$ cat src/rtl/matrix_scan_driver_if.sv
// Frame transfer channel between a frame producer (column decoders) and the
// matrix scan driver: a full frame of row bits moves on valid & ready.
interface matrix_scan_driver_if #(
  parameter int COLUMNS = 5,
  parameter int ROWS    = 7
);
  logic [COLUMNS*ROWS-1:0] frame_data;
  logic                    frame_valid;
  logic                    frame_ready;

  modport master (
    output frame_data,
    output frame_valid,
    input  frame_ready
  );

  modport slave (
    input  frame_data,
    input  frame_valid,
    output frame_ready
  );
endinterface

$ cat src/rtl/matrix_scan_driver.sv
// Time-multiplexed 5x7 LED matrix scan driver. Frames arrive over a
// valid/ready channel into a shadow buffer and are promoted to the active
// buffer only at frame boundaries, so the display never shows a torn frame.
// Each column slot opens with BLANK_CYCLES of all-off output to avoid ghosting.
module matrix_scan_driver #(
  parameter int COLUMNS        = 5,
  parameter int ROWS           = 7,
  parameter int DIV            = 25000,
  parameter int BLANK_CYCLES   = 2,
  parameter int COL_ACTIVE_LOW = 1
) (
  input  logic                       clock,
  input  logic                       reset_n,
  input  logic                       enable,
  matrix_scan_driver_if.slave        frm,
  output logic                       frame_start,
  output logic [COLUMNS-1:0]         matrix_col,
  output logic [ROWS-1:0]            matrix_row
);

  localparam int PW = (DIV > 1) ? $clog2(DIV) : 1;
  localparam int CW = (COLUMNS > 1) ? $clog2(COLUMNS) : 1;
  localparam int FW = COLUMNS * ROWS;

  localparam logic [PW-1:0]      P_LAST  = PW'(DIV - 1);
  localparam logic [CW-1:0]      C_LAST  = CW'(COLUMNS - 1);
  localparam logic [PW-1:0]      P_BLANK = PW'(BLANK_CYCLES);
  localparam logic [COLUMNS-1:0] COL_OFF = (COL_ACTIVE_LOW != 0) ? '1 : '0;
  localparam logic               COL_ON  = (COL_ACTIVE_LOW != 0) ? 1'b0 : 1'b1;

  logic [PW-1:0]      p_q, p_d;
  logic [CW-1:0]      c_q, c_d;
  logic               en_q, en_d;
  logic [FW-1:0]      active_q, active_d;
  logic [FW-1:0]      shadow_q, shadow_d;
  logic               shadow_empty_q, shadow_empty_d;
  logic               frame_start_q, frame_start_d;
  logic [COLUMNS-1:0] col_q, col_d;
  logic [ROWS-1:0]    row_q, row_d;

  logic boundary;
  logic transfer;

  // Boundary: last slot of the last column, or the first enabled cycle after
  // the scan was held. Transfer: producer offers and the shadow is free.
  assign boundary = enable & (~en_q | ((p_q == P_LAST) & (c_q == C_LAST)));
  assign transfer = frm.frame_valid & shadow_empty_q;

  // Slot counter and column index; held at the frame start while disabled.
  always_comb begin
    p_d  = p_q;
    c_d  = c_q;
    en_d = enable;
    if (!enable) begin
      p_d = '0;
      c_d = '0;
    end else if (p_q == P_LAST) begin
      p_d = '0;
      c_d = (c_q == C_LAST) ? '0 : c_q + CW'(1);
    end else begin
      p_d = p_q + PW'(1);
    end
  end

  // Double buffer: promote shadow at a boundary, accept a new frame when free.
  // A transfer only happens with the shadow empty, so it never collides with
  // a promotion; a frame landing on the boundary cycle waits a whole frame.
  always_comb begin
    active_d       = active_q;
    shadow_d       = shadow_q;
    shadow_empty_d = shadow_empty_q;
    frame_start_d  = boundary;
    if (boundary && !shadow_empty_q) begin
      active_d       = shadow_q;
      shadow_empty_d = 1'b1;
    end
    if (transfer) begin
      shadow_d       = frm.frame_data;
      shadow_empty_d = 1'b0;
    end
  end

  // Output decode from the current (c,p): blank during the slot lead-in or
  // when disabled, otherwise exactly one column strobe with its row bits.
  always_comb begin
    col_d = COL_OFF;
    row_d = '0;
    if (enable && (p_q >= P_BLANK)) begin
      for (int i = 0; i < COLUMNS; i++) begin
        if (c_q == CW'(i)) begin
          col_d[i] = COL_ON;
          row_d    = active_q[i*ROWS +: ROWS];
        end
      end
    end
  end

  // State and registered outputs; reset blanks the matrix immediately.
  always_ff @(posedge clock or negedge reset_n) begin
    if (!reset_n) begin
      p_q            <= '0;
      c_q            <= '0;
      en_q           <= 1'b0;
      active_q       <= '0;
      shadow_q       <= '0;
      shadow_empty_q <= 1'b1;
      frame_start_q  <= 1'b0;
      col_q          <= COL_OFF;
      row_q          <= '0;
    end else begin
      p_q            <= p_d;
      c_q            <= c_d;
      en_q           <= en_d;
      active_q       <= active_d;
      shadow_q       <= shadow_d;
      shadow_empty_q <= shadow_empty_d;
      frame_start_q  <= frame_start_d;
      col_q          <= col_d;
      row_q          <= row_d;
    end
  end

  assign frm.frame_ready = shadow_empty_q;
  assign frame_start     = frame_start_q;
  assign matrix_col      = col_q;
  assign matrix_row      = row_q;

endmodule
$ cat src/flat_wrapper.sv
// flat-port wrapper written by rule: the top's interface ports become plain ports
module matrix_scan_driver_flat 
#(
  parameter int COLUMNS        = 5,
  parameter int ROWS           = 7,
  parameter int DIV            = 25000,
  parameter int BLANK_CYCLES   = 2,
  parameter int COL_ACTIVE_LOW = 1
)
  (clock, reset_n, enable, frame_start, matrix_col, matrix_row, frm_frame_data, frm_frame_valid, frm_frame_ready);
  matrix_scan_driver_if #(.COLUMNS(COLUMNS), .ROWS(ROWS)) frm_i ();
  input  logic clock;
  input  logic reset_n;
  input  logic enable;
  output logic frame_start;
  output logic [COLUMNS-1:0] matrix_col;
  output logic [ROWS-1:0] matrix_row;
  input wire logic [$bits(frm_i.frame_data)-1:0] frm_frame_data;
  input wire logic [$bits(frm_i.frame_valid)-1:0] frm_frame_valid;
  output wire logic [$bits(frm_i.frame_ready)-1:0] frm_frame_ready;
  assign frm_i.frame_data = frm_frame_data;
  assign frm_i.frame_valid = frm_frame_valid;
  assign frm_frame_ready = frm_i.frame_ready;
  matrix_scan_driver #(.COLUMNS(COLUMNS), .ROWS(ROWS), .DIV(DIV), .BLANK_CYCLES(BLANK_CYCLES), .COL_ACTIVE_LOW(COL_ACTIVE_LOW)) u_core (.clock(clock), .reset_n(reset_n), .enable(enable), .frm(frm_i), .frame_start(frame_start), .matrix_col(matrix_col), .matrix_row(matrix_row));
endmodule
$ cat config.mk
export PLATFORM = sky130hd
export DESIGN_NAME = matrix_scan_driver_flat
export DESIGN_NICKNAME = d
export VERILOG_FILES = /design/src/rtl/matrix_scan_driver_if.sv /design/src/rtl/matrix_scan_driver.sv /design/src/flat_wrapper.sv
export SDC_FILE = /design/constraint.sdc
export NUM_CORES = 1
export LEC_CHECK = 0
export CORE_MARGIN = 2
export CORE_UTILIZATION = 55
export DETAILED_ROUTE_END_ITERATION = 6
export GPL_ROUTABILITY_DRIVEN = 0
export PLACE_DENSITY = 0.82
export RECOVER_POWER = 50
export SLEW_MARGIN = 0
export SYNTH_ARGS = -nofsm -noshare
export SYNTH_HDL_FRONTEND = slang
export SYNTH_SLANG_ARGS = --single-unit
$ cat constraint.sdc
create_clock -name clock -period 4.85 [get_ports clock]
set_clock_uncertainty 0.1 [all_clocks]
set_input_delay 0.97 -clock clock [delete_from_list [all_inputs] [get_ports clock]]
set_output_delay 0.97 -clock clock [all_outputs]
set_load 0.01 [all_outputs]
==> results.py <==
metrics = {
    "synth": {
        "yosys-top-cells-area": "dfrtp_1 (55%), mux2_2 (17%), dfstp_2 (3.6%)",
        "syn_area_um2": 4380,
        "synth_most_common_cell": "dfrtp_1",
        "syn-num-nets": 380,
        "synthArstFlopShare": 1.00,
        "synthDistinctLibCells": 32,
        "yosys.area.top_type": "dfrtp_1",
        "ys_ff_latch": 103,
        "syn_inst": 334,
        "synth_edf_count": 0,
        "ys_seq_area_frac": 0.590,
        "avgSynthCellArea_um2": 13.1,
        "synthFlopType": "dfrtp_1",
        "synthTopCellsByCount": "dfrtp_1 (97), mux2_2 (67), nor2_1 (25)",
        "yosysWarnings": 0,
        "synth_top_cell_area_share": 0.554,
    },
    "detailed_routing": {
        "wirelength_um": 7940,
        "routedWlPerCell_um": 16.1,
        "firstDrtPassIters": 4,
        "route.vias.total": 2739,
        "ant_nets": 0,
        "viasPerCell": 5.56,
        "drtIter0Drc": 127,
        "drc_errors": 0,
    },
    "hold_path": {
        "hold_class": "flop to flop",
        "hold_depth": 1,
        "hold_end": "u_core.active_q[7]",
        "hp-start": "u_core.active_q[7]",
    },
    "cts": {
        "worst_skew_pair.late_latency_ns": 0.37,
        "cts_tree": "done",
        "cts_buffers": 9,
        "clk_pin_slew_ns": 0.10,
        "cts_hold_buffers": 0,
        "clk_path_buf_depth": 2,
        "postCtsSetupRepairBufs": 0,
        "postCtsResizedCells": 0,
        "cts_sinks": 103,
        "cts_root_buffer": "clkbuf_8",
        "cts_max_level": 3,
    },
    "final_layout": {
        "fin_nets": 432,
        "multi_input_area_um2": 1660,
        "area_growth_pct": 17.5,
        "register_area_um2": 2580,
        "diodes": 0,
        "drive_above_1_share": 0.248,
        "final.fill_count": 584,
        "instances_no_fill": 493,
    },
    "placed_design": {
        "dp_slack_ns": 1.41,
        "placed_cells": 477,
        "port_buffers": 52,
        "hpwl_um": 5490,
    },
    "global_route": {
        "grt_pass1_wl_um": 13200,
        "groute.usage.overall": 0.197,
        "grt_pass1_vias": 2735,
        "antenna_found_initial": 0,
        "grt_max_degree": 72,
        "grt_overflow": 0,
    },
    "power": {
        "power_density_nw_per_um2": 412,
        "total_power_mw": 2.12,
        "p_leak_nw": 2.14,
        "ir_worst_vdd_uv": 254,
    },
    "sta": {
        "fin_crit_sh": 0.665,
        "min_period_ns": 3.22,
        "fmax_mhz": 310,
        "fin_ws_ns": 1.63,
        "rsz0062_at_grt": "false",
        "worst_pin_slew_ns": 1.82,
        "maxSlewHeadroom": -0.214,
        "hold_viol_final": 0,
        "finalSetupViolCount": 0,
        "fin_setup_tns_ns": 0,
        "final_max_slew_viol_count": 70,
    },
    "critical_path": {
        "critPathLaunchType": "input port",
        "worstReg2RegStart": "u_core.p_q[10]",
        "crit_arrival_ns": 3.38,
        "path_class": "input port to flop",
        "required_ns": 5.01,
        "rr_endpoint": "u_core.active_q[11]",
        "reg2reg_slack_ns": 1.76,
        "reg2reg_depth": 5,
        "crit_path_end_kind": "flop",
        "cp_max_fo": 35,
    },
    "status": {
        "violations": "capacitance limit, slew limit",
        "status": "complete, but fails checks",
    },
    "die": {
        "die_x_um": 93.2,
        "fp.dieArea_um2": 8690,
        "initial_core_util": 0.567,
        "core_um2": 7730,
        "ios": 53,
        "std_cell_rows": 32,
        "die_y_um": 93.2,
    },
    "job": {
        "drv_cap": 2,
    },
}
per-stage QoR:
| stage | cell area, µm² | utilization | hold WS (ns) |
|---|---|---|---|
| finish | 5150 | 0.666 | 0.400 |
| global route | 5150 | 0.666 | 0.416 |
| CTS | 5160 | 0.667 | 0.403 |
| detailed placement | 4950 | 0.641 | 0.380 |
| global placement | 4950 | 0.641 | 0.370 |
| floorplan | 4380 | - | 0.354 |
cells by family (layout without fill, tap and decap cells):
kind of cell	count (synthesis)	count (layout)	share of synthesized area
simple gates	88	88	0.105
mux	70	70	0.180
fa+ha+maj	7	7	0.0200
flops	103	103	0.590
xor+xnor	12	12	0.0240
compound gates	30	30	0.0511
buf+inv	24	81	0.0300
layout make-up:
class | count | area share
multi-input combinational | 207 | 0.323
inverter | 10 | 0.00729
timing repair buffer | 55 | 0.104
clock inverter | 7 | 0.0153
clock buffer | 9 | 0.0241
sequential | 103 | 0.502
tap | 102 | 0.0248
power breakdown:
group / switching, mW / total, mW / internal, mW / leakage [nW]
registers: 0.129 / 1.20 / 1.08 / 1.26
logic: 0.130 / 0.364 / 0.233 / 0.787
clock network: 0.306 / 0.550 / 0.245 / 0.0982
total: 0.564 / 2.12 / 1.55 / 2.14
critical path, cell delays in order:
cell and delay, ns:
dlygate4sd3_1 0.56, nand2_1 0.08, clkbuf_1 1.30, mux2_2 0.45
how the worst max path moves through the flow:
stage / to / from / cells after the start
2_1_floorplan: u_core.active_q[0] / u_core.p_q[10] / 6
3_3_place_gp: u_core.active_q[24] / enable / 6
3_5_place_dp: u_core.active_q[11] / enable / 6
4_1_cts: u_core.active_q[21] / enable / 6
5_1_grt: u_core.shadow_q[21] / frm_frame_valid / 4
6_report: u_core.shadow_q[28] / frm_frame_valid / 4
sequential cells by signal, indices dropped and copies added, names as in the netlist:
signal	count
u_core.active_q	35
u_core.shadow_q	35
u_core.p_q	15
u_core.matrix_row	7
u_core.matrix_col	5
u_core.c_q	3
u_core.en_q	1
u_core.frame_start	1
u_core.frm.frame_ready	1
placed cells by master, fill, tap and decap left out, types with 9 or more instances in the layout:
cell type / count
nor3_1: 10
nand2_1: 13
dfrtp_1: 97
a21oi_1: 11
xnor2_1: 10
clkdlybuf4s50_1: 49
clkbuf_8: 9
a211oi_1: 14
mux2_2: 67
nor2_1: 25
inv_1: 10
layer usage:
layer,part of all wire,up-vias,routed length (µm),global-route usage
li1,-,1275,-,-
met1,0.45,1392,3550,0.264
met2,0.50,62,3960,0.318
met3,0.041,10,327,0.0532
met4,0.013,0,103,0.0600
met5,0,-,0,0
No activity file was read; power rests on OpenSTA's default activity.
